**config.mk**
```make
export PLATFORM = sky130hd
export DESIGN_NAME = store_buf_flat
export DESIGN_NICKNAME = d
export VERILOG_FILES = /design/src/rtl/store_buf_if.sv /design/src/rtl/store_buf.sv /design/src/flat_wrapper.sv
export SDC_FILE = /design/constraint.sdc
export NUM_CORES = 1
export LEC_CHECK = 0
export CAP_MARGIN = 40
export CORE_AREA = 3 3 237 239
export CTS_CLUSTER_SIZE = 14
export DETAILED_ROUTE_END_ITERATION = 10
export DIE_AREA = 0 0 240 242
export PLACE_DENSITY = 0.57
export SLEW_MARGIN = 20
export SYNTH_ARGS = -nofsm -noshare
export SYNTH_HDL_FRONTEND = slang
export SYNTH_SLANG_ARGS = --single-unit
```
**constraint.sdc**
```tcl
create_clock -name clk -period 11.9 [get_ports clk]
set_input_delay 2.38 -clock clk [delete_from_list [all_inputs] [get_ports clk]]
set_output_delay 2.38 -clock clk [all_outputs]
set_load 0.01 [all_outputs]
```
**src/rtl/store_buf_if.sv**
```systemverilog
// Core-side request/response bundle for the store buffer front end.
// The core drives the master side; store_buf implements the slave side.
interface store_buf_if;
  logic        req_valid;
  logic        req_ready;
  logic        req_we;
  logic [2:0]  req_funct3;
  logic [31:0] req_adrs;
  logic [31:0] req_wdata;
  logic        ld_valid;
  logic [31:0] ld_data;
  logic        req_err;

  modport master (
    output req_valid, req_we, req_funct3, req_adrs, req_wdata,
    input  req_ready, ld_valid, ld_data, req_err
  );

  modport slave (
    input  req_valid, req_we, req_funct3, req_adrs, req_wdata,
    output req_ready, ld_valid, ld_data, req_err
  );
endinterface

```
**src/rtl/store_buf.sv**
```systemverilog
// Load/store front end: decodes RV32 funct3, queues stores in an in-order FIFO
// that drains into the memory write port, and stalls loads that touch a pending store.
module store_buf #(
  parameter int unsigned DEPTH = 4
) (
  input  logic        clk,
  input  logic        rst,
  store_buf_if.slave  core,
  output logic        sb_empty,
  output logic [31:0] mem_adrs_rd,
  input  logic [31:0] mem_rd_data,
  output logic        mem_wr_en,
  output logic [3:0]  mem_byt_en,
  output logic        mem_sign_ext,
  output logic [31:0] mem_adrs_wr,
  output logic [31:0] mem_wr_data
);

  localparam int unsigned PW = (DEPTH > 1) ? $clog2(DEPTH) : 1;
  localparam int unsigned CW = PW + 1;

  typedef struct packed {
    logic [31:0] adrs;
    logic [3:0]  byt_en;
    logic [31:0] wdata;
  } sb_entry_t;

  sb_entry_t       fifo_q [DEPTH];
  sb_entry_t       head;
  logic [PW-1:0]   wr_ptr_q;
  logic [PW-1:0]   rd_ptr_q;
  logic [CW-1:0]   count_q;
  logic [CW-1:0]   count_d;

  logic [3:0]      dec_be;
  logic [2:0]      dec_size;
  logic            legal;
  logic            overlap;
  logic            full;
  logic            empty;
  logic            handshake;
  logic            load_go;
  logic            push;
  logic            drain;

  // Byte count covered by a contiguous, right-aligned byte-enable mask.
  function automatic logic [2:0] be_size(input logic [3:0] be);
    case (be)
      4'b0001: be_size = 3'd1;
      4'b0011: be_size = 3'd2;
      default: be_size = 3'd4;
    endcase
  endfunction

  // funct3 decode: access width and legality for the request direction.
  always_comb begin
    dec_be   = 4'b0000;
    dec_size = 3'd4;
    case (core.req_funct3[1:0])
      2'b00:   begin dec_be = 4'b0001; dec_size = 3'd1; end
      2'b01:   begin dec_be = 4'b0011; dec_size = 3'd2; end
      2'b10:   begin dec_be = 4'b1111; dec_size = 3'd4; end
      default: begin dec_be = 4'b0000; dec_size = 3'd4; end
    endcase
    if (core.req_we) begin
      legal = (core.req_funct3[2] == 1'b0) && (core.req_funct3[1:0] != 2'b11);
    end else begin
      legal = (core.req_funct3[1:0] != 2'b11) &&
              !(core.req_funct3[2] && (core.req_funct3[1:0] == 2'b10));
    end
  end

  // Byte-range intersection against every live entry; 33-bit ends avoid wrap aliasing.
  always_comb begin
    overlap = 1'b0;
    for (int unsigned i = 0; i < DEPTH; i++) begin
      if ((CW'(PW'(PW'(i) - rd_ptr_q)) < count_q) &&
          ({1'b0, core.req_adrs} <
           ({1'b0, fifo_q[i].adrs} + 33'(be_size(fifo_q[i].byt_en)))) &&
          ({1'b0, fifo_q[i].adrs} < ({1'b0, core.req_adrs} + 33'(dec_size)))) begin
        overlap = 1'b1;
      end
    end
  end

  assign full      = (count_q == CW'(DEPTH));
  assign empty     = (count_q == '0);
  assign head      = fifo_q[rd_ptr_q];

  // Stores are always accepted: a full FIFO drains in the same cycle.
  assign core.req_ready = core.req_we ? 1'b1 : (!full && !(legal && overlap));

  assign handshake = core.req_valid && core.req_ready;
  assign load_go   = handshake && !core.req_we && legal;
  assign push      = handshake && core.req_we && legal;
  assign drain     = !empty && !load_go;
  assign count_d   = count_q + CW'(push) - CW'(drain);

  // Memory port carries either the issuing load or the FIFO head, never both.
  always_comb begin
    mem_adrs_rd  = '0;
    mem_wr_en    = 1'b0;
    mem_byt_en   = 4'b0000;
    mem_sign_ext = 1'b0;
    mem_adrs_wr  = '0;
    mem_wr_data  = '0;
    if (load_go) begin
      mem_adrs_rd  = core.req_adrs;
      mem_byt_en   = dec_be;
      mem_sign_ext = !core.req_funct3[2];
    end else if (drain) begin
      mem_wr_en    = 1'b1;
      mem_adrs_wr  = head.adrs;
      mem_byt_en   = head.byt_en;
      mem_wr_data  = head.wdata;
    end
  end

  // Entry storage carries no reset; liveness is tracked by the pointers and count.
  always_ff @(posedge clk) begin
    if (push) begin
      fifo_q[wr_ptr_q].adrs   <= core.req_adrs;
      fifo_q[wr_ptr_q].byt_en <= dec_be;
      fifo_q[wr_ptr_q].wdata  <= core.req_wdata;
    end
  end

  always_ff @(posedge clk) begin
    if (rst) begin
      wr_ptr_q      <= '0;
      rd_ptr_q      <= '0;
      count_q       <= '0;
      sb_empty      <= 1'b1;
      core.ld_valid <= 1'b0;
      core.ld_data  <= '0;
      core.req_err  <= 1'b0;
    end else begin
      if (push) begin
        wr_ptr_q <= wr_ptr_q + PW'(1);
      end
      if (drain) begin
        rd_ptr_q <= rd_ptr_q + PW'(1);
      end
      count_q       <= count_d;
      sb_empty      <= (count_d == '0);
      core.ld_valid <= load_go;
      if (load_go) begin
        core.ld_data <= mem_rd_data;
      end
      core.req_err  <= handshake && !legal;
    end
  end

endmodule

```
**src/flat_wrapper.sv**
```systemverilog
// flat-port wrapper written by rule: the top's interface ports become plain ports
module store_buf_flat 
#(
  parameter int unsigned DEPTH = 4
)
  (clk, rst, sb_empty, mem_adrs_rd, mem_rd_data, mem_wr_en, mem_byt_en, mem_sign_ext, mem_adrs_wr, mem_wr_data, core_req_valid, core_req_we, core_req_funct3, core_req_adrs, core_req_wdata, core_req_ready, core_ld_valid, core_ld_data, core_req_err);
  store_buf_if core_i ();
  input  logic clk;
  input  logic rst;
  output logic sb_empty;
  output logic [31:0] mem_adrs_rd;
  input  logic [31:0] mem_rd_data;
  output logic mem_wr_en;
  output logic [3:0] mem_byt_en;
  output logic mem_sign_ext;
  output logic [31:0] mem_adrs_wr;
  output logic [31:0] mem_wr_data;
  input wire logic [$bits(core_i.req_valid)-1:0] core_req_valid;
  input wire logic [$bits(core_i.req_we)-1:0] core_req_we;
  input wire logic [$bits(core_i.req_funct3)-1:0] core_req_funct3;
  input wire logic [$bits(core_i.req_adrs)-1:0] core_req_adrs;
  input wire logic [$bits(core_i.req_wdata)-1:0] core_req_wdata;
  output wire logic [$bits(core_i.req_ready)-1:0] core_req_ready;
  output wire logic [$bits(core_i.ld_valid)-1:0] core_ld_valid;
  output wire logic [$bits(core_i.ld_data)-1:0] core_ld_data;
  output wire logic [$bits(core_i.req_err)-1:0] core_req_err;
  assign core_i.req_valid = core_req_valid;
  assign core_i.req_we = core_req_we;
  assign core_i.req_funct3 = core_req_funct3;
  assign core_i.req_adrs = core_req_adrs;
  assign core_i.req_wdata = core_req_wdata;
  assign core_req_ready = core_i.req_ready;
  assign core_ld_valid = core_i.ld_valid;
  assign core_ld_data = core_i.ld_data;
  assign core_req_err = core_i.req_err;
  store_buf #(.DEPTH(DEPTH)) u_core (.clk(clk), .rst(rst), .core(core_i), .sb_empty(sb_empty), .mem_adrs_rd(mem_adrs_rd), .mem_rd_data(mem_rd_data), .mem_wr_en(mem_wr_en), .mem_byt_en(mem_byt_en), .mem_sign_ext(mem_sign_ext), .mem_adrs_wr(mem_adrs_wr), .mem_wr_data(mem_wr_data));
endmodule
```
; ---- Word-level counts from Yosys, hierarchy flattened
; Memory sizes are Yosys's and may differ from the RTL's. A register that Yosys moved wholly into a read port is not among the register bits.
; Index checks and enable logic that the tools add are counted.
[op_classes]
shifts = 0
magnitude_cmp = 12
n_addsub = 13
n_mul = 0
mux = 26
n_reduce_logical = 31
n_eq_ne = 12
bitwise_logic = 1
div_mod_pow = 0
[op_table]
columns = operator, n
row1 = $lt A32 B33 Y1, 8
row2 = $add A32 B3 Y33, 5
row3 = $mux W32, 5
row4 = $pmux W3 S2, 5
row5 = $logic_and A1 B1 Y1, 20
row6 = $eq A4 B1 Y1 const B, 4
row7 = $eq A4 B2 Y1 const B, 4
row8 = $lt A2 B3 Y1, 4
row9 = $pmux W4 S3, 1
row10 = $mux W1, 11
row11 = $logic_not A1 Y1, 8
row12 = $mux W4, 2
row13 = $logic_not A3 Y1, 2
row14 = $add A2 B1 Y2 const B, 2
row15 = $mux W2, 2
row16 = $sub A1 B2 Y2 const A, 2
row17 = $sub A2 B2 Y2 const A, 2
row18 = $add A3 B1 Y3, 1
row19 = $eq A3 B3 Y1 const B, 1
row20 = $sub A3 B1 Y3, 1
row21 = $eq A2 B1 Y1 const B, 1
row22 = $eq A2 B2 Y1 const B, 1
row23 = $logic_not A2 Y1, 1
row24 = $ne A2 B2 Y1 const B, 1
row25 = $not A1 Y1, 1
[word_totals]
elab_cells = 103
romBits = 0
regBits = 42
latchBits = 0
mem_count = 1
out_inout_bits = 138
mem_bits_rw = 272
inputBits = 103
[memory_table]
columns = name, words, word_bits, read_ports, rd_clocked_by_memory_dff, write_ports, line
row1 = u_core.fifo_q, 4, 68, 5, 1, 1, store_buf.sv:28  ; sb_entry_t fifo_q [DEPTH];

; ---- Logic depth before layout (Yosys ltp)
; An unclocked memory read counts as a cell.
[depth]
ltp_word = 22
mapped_depth = 32
ltp_nobuf = 30

; ---- Least setup slack after synthesis
; Ideal clock, no wire load.
[synth_timing]
path_type = input to output
from = input port core_req_funct3[0]
to = output port mem_byt_en[3]
setup_slack_ns = 2.336
arrival_time_ns = 7.184
path_buffers = 3
cell_stages = 25
path_cell_list = inv_1 ha_1 nor2_1 ha_1 a21oi_1 nor4b_1 nor3b_1 and2_1 and3_1 nand3_1 nor2_1 xnor2_1 ha_1 and2_1 a221o_1 nor4_1 nand4b_1 o211ai_1 o311ai_1 o211ai_4 nor3_4 buf_6 buf_6 mux2i_1 buf_4
[synth_between]
elab_chain_cells = 20
elab_cells_between_ends = 35
cone_classes = 1 x add/sub / 4 x order compare / 3 x eq/ne / 10 x mux / 17 x reduce/logical
[synth_lines]
columns = element, line
row1 = "start, declared", flat_wrapper.sv:20  ; input wire logic [$bits(core_i.req_funct3)-1:0] core_req_funct3;
row2 = $eq A2 B1 Y1 or $logic_not A2 Y1 (tied branches), store_buf.sv:59  ; case (core.req_funct3[1:0])
row3 = $pmux W3 S2, store_buf.sv:59
row4 = $add A32 B3 Y33, store_buf.sv:80  ; ({1'b0, fifo_q[i].adrs} < ({1'b0, core.req_adrs} + 33'(dec_size)))) begin
row5 = $lt A32 B33 Y1, store_buf.sv:80
row6 = $logic_and A1 B1 Y1, store_buf.sv:79  ; ({1'b0, fifo_q[i].adrs} + 33'(be_size(fifo_q[i].byt_en)))) &&
row7 = $mux W1 (4 in series), store_buf.sv:77  ; if ((CW'(PW'(PW'(i) - rd_ptr_q)) < count_q) &&
row8 = $logic_and A1 B1 Y1, store_buf.sv:91  ; assign core.req_ready = core.req_we ? 1'b1 : (!full && !(legal && overlap));
row9 = $logic_not A1 Y1, store_buf.sv:91
row10 = $logic_and A1 B1 Y1, store_buf.sv:91
row11 = $mux W1, store_buf.sv:91
row12 = $logic_and A1 B1 Y1, store_buf.sv:93  ; assign handshake = core.req_valid && core.req_ready;
row13 = $logic_and A1 B1 Y1 (2 in series), store_buf.sv:94  ; assign load_go = handshake && !core.req_we && legal;
row14 = $logic_not A1 Y1, store_buf.sv:96  ; assign drain = !empty && !load_go;
row15 = $logic_and A1 B1 Y1, store_buf.sv:96
row16 = $mux W4, store_buf.sv:111  ; end else if (drain) begin
row17 = $mux W4 (*), store_buf.sv:107  ; if (load_go) begin
row18 = "end, declared", flat_wrapper.sv:14  ; output logic [3:0] mem_byt_en;
; Every way passes the cells marked *; elsewhere a longest branch is shown, timed or not.

; ---- Final worst setup path
[layout_timing]
from = input port core_req_funct3[1]
to = output port mem_wr_data[6]
[layout_between]
elab_chain_cells = 20
elab_cells_between_ends = 34
cone_classes = 1 x add/sub / 4 x order compare / 3 x eq/ne / 9 x mux / 17 x reduce/logical
[layout_lines]
columns = element, line
row1 = $eq A2 B1 Y1 or $logic_not A2 Y1 (tied branches), store_buf.sv:59
row2 = $pmux W3 S2, store_buf.sv:59
row3 = $add A32 B3 Y33, store_buf.sv:80
row4 = $lt A32 B33 Y1, store_buf.sv:80
row5 = $logic_and A1 B1 Y1, store_buf.sv:79
row6 = $mux W1 (4 in series), store_buf.sv:77
row7 = $logic_and A1 B1 Y1, store_buf.sv:91
row8 = $logic_not A1 Y1, store_buf.sv:91
row9 = $logic_and A1 B1 Y1, store_buf.sv:91
row10 = $mux W1, store_buf.sv:91
row11 = $logic_and A1 B1 Y1, store_buf.sv:93
row12 = $logic_and A1 B1 Y1, store_buf.sv:94
row13 = $logic_and A1 B1 Y1 (*), store_buf.sv:94
row14 = $logic_not A1 Y1, store_buf.sv:96
row15 = $logic_and A1 B1 Y1, store_buf.sv:96
row16 = $mux W32, store_buf.sv:111
row17 = $mux W32 (*), store_buf.sv:107
row18 = "end, declared", flat_wrapper.sv:17  ; output logic [31:0] mem_wr_data;
; Marked as above.

==> results.json <==
{
  "grt_max_degree": 78,
  "grt_pass1_wl_microns": 103400,
  "final_common_cell": "ha_1",
  "crit_type": "input pin to primary output",
  "io_pins": 241,
  "setup_viol": 0,
  "reg2regPathDepth": 30,
  "post_cts_buffers": 0,
  "start_kind": "input pin",
  "p_leak_nw": 9.715,
  "hold_violations": 0,
  "dieArea_sq_um": 58080,
  "timing.final.ws_setup_ps": 564.5,
  "antenna_found_initial": 3,
  "crit_arrival_ps": 8960,
  "cts_resized": 0,
  "layout_min_cycle_time_ps": 11340,
  "worstSetupEndpointType": "primary output",
  "cts.path.max_buffers": 3,
  "die_y_microns": 242,
  "syn-mean-instance-area_sq_um": 11.79,
  "clkLatencyLatePin_ps": 570,
  "ctsHoldBuffers": 0,
  "clock-sinks": 312,
  "path_max_fanout": 61,
  "area_growth_pct": 22.25,
  "drt_iter0_markers": 1032,
  "gp_congestion": 0.9024,
  "cpLargestDelayFamily": "simple AND/OR/NAND/NOR gates",
  "cts_root_buf": "clkbuf_16",
  "ys.flop_type": "edfxtp_1",
  "holdCritStartpoint": "u_core.core.ld_data[31]",
  "cp.required_ps": 9520,
  "core-area_sq_um": 54030,
  "power_mw": 3.803,
  "rrSetupSlack_ps": 4050,
  "drive_above_1_share": 0.1270,
  "synth-edff-count": 268,
  "track_usage": 0.2348,
  "worst_pin_slew_ps": 829.9,
  "status": "completed",
  "vias": 16190,
  "slowest_stage": "clkdlybuf4s50_1",
  "initial_core_util": 0.4010,
  "htreeDepth": 2,
  "std_cell_rows": 85,
  "whs_endpoint": "u_core.core.ld_data[31]",
  "final_cells": 2854,
  "viasPerCell": 5.672,
  "num-fill-cells": 4864,
  "firstDrtPassIters": 7,
  "place_area_sq_um": 25190,
  "yosysWarnings": 0,
  "synth_cell_types": 70,
  "ys_seq_area_frac": 0.4121,
  "route.antenna.remaining_nets": 0,
  "r2r-start": "u_core.fifo_q[1][35]",
  "drc_errors": 0,
  "synth_fp_nets": 2226,
  "critPathMaxStageDelay_ps": 580,
  "wire_per_inst_microns": 24.09,
  "holdPathStages": 2,
  "routed_wl_microns": 68750,
  "finalCritPeriodShare": 0.9526,
  "slew_viol_final": 0,
  "pre_cts_slack_ps": 482.8,
  "layout_common_cells": "ha_1, edfxtp_1, clkdlybuf4s50_1",
  "io_buffers": 240,
  "fin_skew_ps": 17.99,
  "fin_nets": 2517,
  "path_clk_slew_ps": 60,
  "synth_area_sq_um": 21660,
  "grt_overflow": 0,
  "cts_buffers": 37,
  "die_x_microns": 240,
  "dp.cells": 2782,
  "rr_endpoint": "u_core.sb_empty",
  "min_path_type": "flip-flop to flip-flop",
  "max_cap_violations": 0,
  "synthArstFlopShare": 0,
  "critPathBufInv": 5,
  "yosys_register_bits": 312,
  "crit_top_cell": "ha_1",
  "stdcell_area_sq_um": 26490,
  "relSlewSlack": 0.4450,
  "cts_tree": "yes",
  "rsz0062_at_grt": "false",
  "setup_tns_ps": 0,
  "power_density_nw_per_um2": 143.6,
  "dp_hpwl_microns": 50850,
  "syn_inst": 1837,
  "irDropWorstVdd_mv": 0.1396,
  "grt_pass1_vias": 16480,
  "clock.fmax_mhz": 88.22
}
-- worst min-delay path, delay by kind of cell (launching register included) --
kind	cells	cell delay [ps]
flip-flops	1	310
multiplexers	1	50
AND/OR/NAND/NOR	1	60
-- state kept, by name, summed over array words and instances (netlist names), named ones only --
signal,count
u_core.wr_ptr_q,2
u_core.core.ld_valid,1
u_core.sb_empty,1
u_core.core.req_err,1
u_core.fifo_q,268
u_core.rd_ptr_q,2
u_core.count_q,3
u_core.core.ld_data,32
-- layer usage --
layer / up-vias / GRT usage / wire, microns
met1: 8016 / 0.3305 / 31400
met5: - / 0 / 27
li1: 7592 / - / -
met3: 93 / 0.04827 / 4535
met2: 483 / 0.3680 / 31050
met4: 4 / 0.06453 / 1729
-- cell usage after synthesis (13+ instances only) --
cell type | number | share of area
and3_1 | 34 | 0.0098
nand3_1 | 63 | 0.015
o21ai_0 | 51 | 0.012
xnor2_1 | 63 | 0.025
a21o_1 | 23 | 0.0080
nand4_1 | 60 | 0.017
ha_1 | 280 | 0.16
nor2_1 | 88 | 0.015
edfxtp_1 | 268 | 0.37
nand2_1 | 120 | 0.021
nor3b_2 | 64 | 0.037
and4_1 | 13 | 0.0053
nor3_1 | 22 | 0.0051
inv_1 | 44 | 0.0076
xor2_1 | 91 | 0.037
clkbuf_1 | 36 | 0.0062
mux4_2 | 67 | 0.070
nand2b_1 | 76 | 0.022
a211oi_1 | 20 | 0.0069
dfxtp_1 | 44 | 0.041
a21oi_1 | 100 | 0.023
mux2i_1 | 36 | 0.017
and2_1 | 41 | 0.012
nor4_1 | 15 | 0.0043
-- layout make-up --
| cell class | instances | area, sq um | area share |
|---|---|---|---|
| Multi-Input combinational cell | 1430 | 12310 | 0.4646 |
| Sequential cell | 312 | 8936 | 0.3374 |
| Timing Repair Buffer | 303 | 2978 | 0.1124 |
| Clock buffer | 51 | 1050 | 0.03964 |
| Tap cell | 696 | 870.8 | 0.03288 |
| Clock inverter | 17 | 177.7 | 0.006708 |
| Inverter | 44 | 165.2 | 0.006236 |
| Antenna cell | 1 | 2.502 | 0.00009448 |
-- report_power, final --
part / switching, mW / total [mW] / internal, mW
combinational: 0.645 / 1.35 / 0.707
clock: 0.469 / 1.15 / 0.686
sequential: 0.0750 / 1.30 / 1.22
-- kinds of logic after synthesis --
logic type / synth area share
multiplexers: 0.08628
AND/OR/NAND/NOR: 0.1781
AO/OA/AOI/OAI: 0.07323
adder cells (fa/ha/maj): 0.1673
buffers and inverters: 0.02079
flip-flops: 0.4121
XOR/XNOR: 0.06226
-- per-stage QoR --
step           hold WS (ps)    util
3_3_place_gp          458.7  0.4645
4_1_cts               476.8  0.4890
5_1_grt               500.7  0.4902
2_1_floorplan         492.6       -
3_5_place_dp          463.8  0.4663
6_report              471.3  0.4902
-- worst max path at each step --
| stage | start | to | slack (ps) | cells past startpoint |
|---|---|---|---|---|
| 2_1_floorplan | core_req_funct3[0] | mem_byt_en[3] | 2340 | 25 |
| 3_3_place_gp | core_req_funct3[1] | mem_wr_data[4] | 490 | 26 |
| 3_5_place_dp | core_req_funct3[0] | mem_wr_data[4] | 480 | 26 |
| 4_1_cts | core_req_funct3[1] | mem_wr_data[4] | 440 | 26 |
| 5_1_grt | core_req_funct3[1] | mem_wr_data[6] | 110 | 26 |
| 6_report | core_req_funct3[1] | mem_wr_data[6] | 560 | 26 |
(Power assumes the default switching activity.)
==> patch 1: new RTL, same flow settings <==
`DEPTH` is set to 4 in 2 places; all go to 2.
--- a/src/rtl/store_buf.sv
+++ b/src/rtl/store_buf.sv
@@ -1,7 +1,7 @@
 // Load/store front end: decodes RV32 funct3, queues stores in an in-order FIFO
 // that drains into the memory write port, and stalls loads that touch a pending store.
 module store_buf #(
-  parameter int unsigned DEPTH = 4
+  parameter int unsigned DEPTH = 2
 ) (
   input  logic        clk,
   input  logic        rst,
--- a/src/flat_wrapper.sv
+++ b/src/flat_wrapper.sv
@@ -1,7 +1,7 @@
 // flat-port wrapper written by rule: the top's interface ports become plain ports
 module store_buf_flat 
 #(
-  parameter int unsigned DEPTH = 4
+  parameter int unsigned DEPTH = 2
 )
   (clk, rst, sb_empty, mem_adrs_rd, mem_rd_data, mem_wr_en, mem_byt_en, mem_sign_ext, mem_adrs_wr, mem_wr_data, core_req_valid, core_req_we, core_req_funct3, core_req_adrs, core_req_wdata, core_req_ready, core_ld_valid, core_ld_data, core_req_err);
   store_buf_if core_i ();
Check against the original RTL: not settled (the Yosys comparison gave no result); the edit may change what the design does.
==> patch 1 against the original RTL <==
Register-to-register slack improved by 1.5 ns; sequential power fell by 44%; count of clock-buffer cells in the layout fell by 34; power fell by 41%; area after synthesis fell by 43%; largest power group unchanged; cell area fell by 39%; combinational power fell by 29%; highest routed layer is now met4; routed wire length fell by 46%; setup slack improved by 0.45 ns; sequential cell count fell by 138.
==> patch 1: results (changes against the original RTL) <==
[run_status]
outcome = complete, no violations

[clock_tree]
clockBufferDepth = 2  ; -1
clock_latency_ns = 0.47  ; -0.10 ns
path_clk_slew_ns = 0.08  ; +0.02 ns
cts-buffers-inserted = 17  ; -54%
cts_max_level = 4  ; +2

[yosys]
synth_compound_area_share_pct = 6.98  ; -0.34 points
yosys-top-cells-count = ha_1 (142), edfxtp_1 (134), mux2i_1 (99), nand2b_1 (70)
yosysSeqAreaShare_pct = 39.3  ; -1.9 points
syn_avg_cell_area_um2 = 10.8  ; -8.8%
synth_fp_nets = 1389  ; -38%
synthXorXnorAreaFrac_pct = 6.64  ; +0.41 points
synth_edf_count = 134  ; -50%
synth_mux_area_share_pct = 8.26  ; -0.37 points

[place]
place_area_um2 = 15500  ; -38%
place_ws_ns = 1.14  ; +0.655 ns
dp_hpwl_um = 28800  ; -43%
gp_congestion = 0.883  ; -2.1%
dp.cells = 2048  ; -26%

[pwr]
power_density_nw_per_um2 = 139  ; -3.4%
ir_worst_vdd_uv = 105  ; -25%

[hold_path]
hold_end = u_core.core.ld_data[13]
hold_start = u_core.core.ld_data[13]

[grt]
antenna_found_initial = 0  ; -3
grt_max_degree = 85  ; +9.0%
grt_pass1_vias = 9890  ; -40%

[setup_path]
max_stage_delay_ns = 0.60  ; +0.02 ns
r2r_setup_slack_ns = 5.60  ; +1.55 ns
crit_fanout = 84  ; +38%
r2r_start = u_core.fifo_q[0][35]
crit_end = mem_adrs_wr[30]

[cells_and_area]
nNetsFinal = 1619  ; -36%
layout-drive-gt1-share_pct = 8.02  ; -4.7 points
reg.largest.list = u_core.fifo_q: 134 flops, u_core.core.ld_data: 32 flops, u_core.count_q: 2 flops

[timing]
setup_ws_ns = 1.02  ; +0.452 ns
slew_headroom_pct = 46.7  ; +2.2 points
skew_ns = 0.0156  ; -0.00244 ns

[route]
vias = 9624  ; -41%
first_pass_iters = 6  ; -1
wl_um = 37400  ; -46%
drt-initial-drc-count = 530  ; -49%

-- patch 1: cell count changes after synthesis, moves of 62 or more --
cell,delta
mux2i_1,+63
ha_1,-138
nand2_1,-62
edfxtp_1,-134
nor3b_2,-64
mux4_2,-67
-- patch 1: routing by layer --
layer | vias up | GRT usage [%] | part of all wire [%]
li1 | 4689 | - | -
met1 | 4650 | 16.6 | 45
met2 | 244 | 20.9 | 46
met3 | 41 | 3.69 | 6.3
met4 | 0 | 3.98 | 2.0
met5 | - | 0 | 0
-- patch 1: final cells by class --
cell class	instances	area, um2
fill	5583	37900
multi-input combinational	908	7180
sequential	174	4830
timing repair buffer	252	2560
tap	696	871
clock buffer	17	425
clock inverter	15	146
inverter	18	67.6
-- patch 1: power by group --
group	internal [uW]	switching [uW]	total, uW
logic	470	487	957
clock network	278	275	553
registers	684	37.9	722
==> patch 2: new RTL, config.mk and constraints unchanged <==
Made on the original files. Reset style: asynchronous (`rst`), changed in one clocked block.
--- a/src/rtl/store_buf.sv
+++ b/src/rtl/store_buf.sv
@@ -125,7 +125,7 @@
     end
   end
 
-  always_ff @(posedge clk) begin
+  always_ff @(posedge clk or posedge rst) begin
     if (rst) begin
       wr_ptr_q      <= '0;
       rd_ptr_q      <= '0;
Formal check against the unedited RTL: not equivalent (Yosys sat finds a counterexample within 4 cycles, from zero or initial values and one cycle with rst high; the reset may be asserted at any time).
==> patch 2 against the original RTL <==
Critical path depth shrank 2; sequential cell count shrank 2; cell area decreased by 2.2%; clock skew shrank 0.0024 ns; utilization fell by 1.1 points; routed wire length down 3.6%; setup slack improved by 0.012 ns; power grew 14%; maximum frequency is 0.11% higher; sequential power up 9%; area after synthesis fell by 3.1%.
==> patch 2: results (changes against the original RTL) <==
[setup_path]
arrival_ns = 8.94  ; -0.02 ns
cpMaxStageDelayCell = clkdlybuf4s50_1
r2r_setup_slack_ns = 4.16  ; +0.11 ns
max_stage_delay_ns = 0.56  ; -0.02 ns
crit_fanout = 16  ; -74%

[route]
drt-initial-drc-count = 1102  ; +6.8%
first_pass_iters = 5  ; -2
wl_per_cell_um = 24.1  ; +0.22%
drcViolationCount = 0  ; unchanged
vias = 15400  ; -4.8%

[grt]
use_met2_pct = 36.3  ; -0.52 points
grt_use_met3_pct = 4.86  ; +0.034 points
grt_pass1_wl_um = 99800  ; -3.4%
grt_use_met1_pct = 31.1  ; -1.9 points
antenna_found_initial = 4  ; +1
grt_pass1_vias = 15800  ; -4.1%
grtUsageTotal_pct = 22.6  ; -0.86 points
grt_max_degree = 53  ; -32%

[run_status]
outcome = complete, no violations

[place]
place_area_um2 = 24500  ; -2.6%
numPortBuffers = 240  ; unchanged
gp_congestion = 0.903  ; about the same
dp_hpwl_um = 50000  ; -1.7%

[clock_tree]
cts_max_level = 2  ; unchanged
cts_setup_buffers = 0  ; unchanged
clockBufferDepth = 3  ; unchanged
clock_latency_ns = 0.56
cts-buffers-inserted = 37  ; unchanged
path_clk_slew_ns = 0.06  ; about the same
postCtsResizedCells = 0  ; unchanged

[cells_and_area]
reg.largest.list = u_core.fifo_q: 268 flops, u_core.core.ld_data: 32 flops, u_core.count_q: 3 flops
layout-drive-gt1-share_pct = 11.4  ; -1.3 points
n_fill_cell = 4815  ; -1.0%
nNetsFinal = 2410  ; -4.3%

[yosys]
yosys-top-cells-count = ha_1 (280), edfxtp_1 (268), nand2_1 (101), a21oi_1 (91), xor2_1 (87)
synth_fp_nets = 2107  ; -5.3%
yosysSeqAreaShare_pct = 43.3  ; +2.1 points
synthTopCellsByArea = edfxtp_1 (38%), ha_1 (17%), mux4_2 (7.2%)
synth_edf_count = 268  ; unchanged
ys_types = 67  ; -4.3%
synth-main-ff-cell = edfxtp_1
async_reset_ff_share_pct = 13.5  ; +14 points

[timing]
fin_hold_ws_ns = 0.509  ; +0.0374 ns
worstMarginPinSlew_ns = 0.810  ; -0.0198 ns
skew_ns = 0.0156  ; -0.00244 ns

[pwr]
ir_worst_vdd_uv = 139  ; -0.59%
p_leak_uw = 0.00983  ; +1.2%

[patch 2: cell types whose count changed after synthesis, sizes merged, moves of 11 or more]
cell    before  now
mux2         0   32
dfrtp        0   41
a211oi      20    9
clkbuf      36   20
a21o        23   36
nor2        88   76
nor2b       10   77
dfxtp       44    0
mux2i       36    3
nor3b       67    1
nand2      120  101
nand2b      76   17
[patch 2: logic make-up (layout without fill, tap and decap cells)]
logic type | after synthesis | after routing | share of synthesized area, %
xor gates and xnor gates | 156 | 156 | 6.54
DFF | 310 | 310 | 43.3
AOI/OAI and AO/OA | 248 | 248 | 7.52
muxes | 102 | 102 | 9.62
buffers and inverters | 81 | 410 | 1.86
adders and majority gates | 286 | 286 | 17.3
other | 0 | 1 | 0
and+or+nand+nor | 535 | 535 | 13.9
[patch 2: layout make-up]
cell class / count / area [um2] / area share [%]
clock inverter: 15 / 275 / 1.06
timing repair buffer: 298 / 2900 / 11.2
sequential: 310 / 9110 / 35.2
clock buffer: 50 / 1040 / 4.01
inverter: 47 / 176 / 0.681
antenna: 1 / 2.50 / 0.00966
multi-input combinational: 1327 / 11500 / 44.5
tap: 696 / 871 / 3.36
[patch 2: worst paths after layout]
kind                       cells past startpoint                       to                     from
max reg2reg                                   29          u_core.sb_empty     u_core.fifo_q[1][35]
max                                           24          mem_adrs_rd[11]       core_req_funct3[1]
min reg2reg                                    1  u_core.core.ld_data[10]  u_core.core.ld_data[10]
max in group asynchronous                      3          u_core.sb_empty                      rst
min in group asynchronous                      2  u_core.core.ld_data[31]                      rst
min                                            1  u_core.core.ld_data[10]  u_core.core.ld_data[10]
[patch 2: layer usage]
layer / routed length, um / share of wire, %
met1: 29500 / 45
met2: 30600 / 46
met3: 4340 / 6.5
met4: 1700 / 2.6
met5: 43 / 0.065
[patch 2: critical path, delay by kind of cell]
kind            cells  cell delay [ns]
simple gates       10             2.49
xor+xnor            1             0.42
fa+ha+maj           3             0.76
buf+inv             4             1.51
compound gates      6             1.38
[patch 2: metrics by stage]
stage | utilization [%] | setup slack [ns] | cells
after floorplan | - | 2.65 | 1718
after global placement | 45.3 | 0.794 | 2672
after detailed placement | 45.4 | 0.584 | 2675
after CTS | 47.9 | 0.566 | 2740
after global routing | 47.9 | 0.0454 | 2743
final | 47.9 | 0.576 | 2744
[patch 2: report_power, final]
part | leakage, uW | switching (uW) | internal [uW]
Clock | 0.000634 | 463 | 766
Sequential | 0.00292 | 128 | 1300
Combinational | 0.00627 | 747 | 922
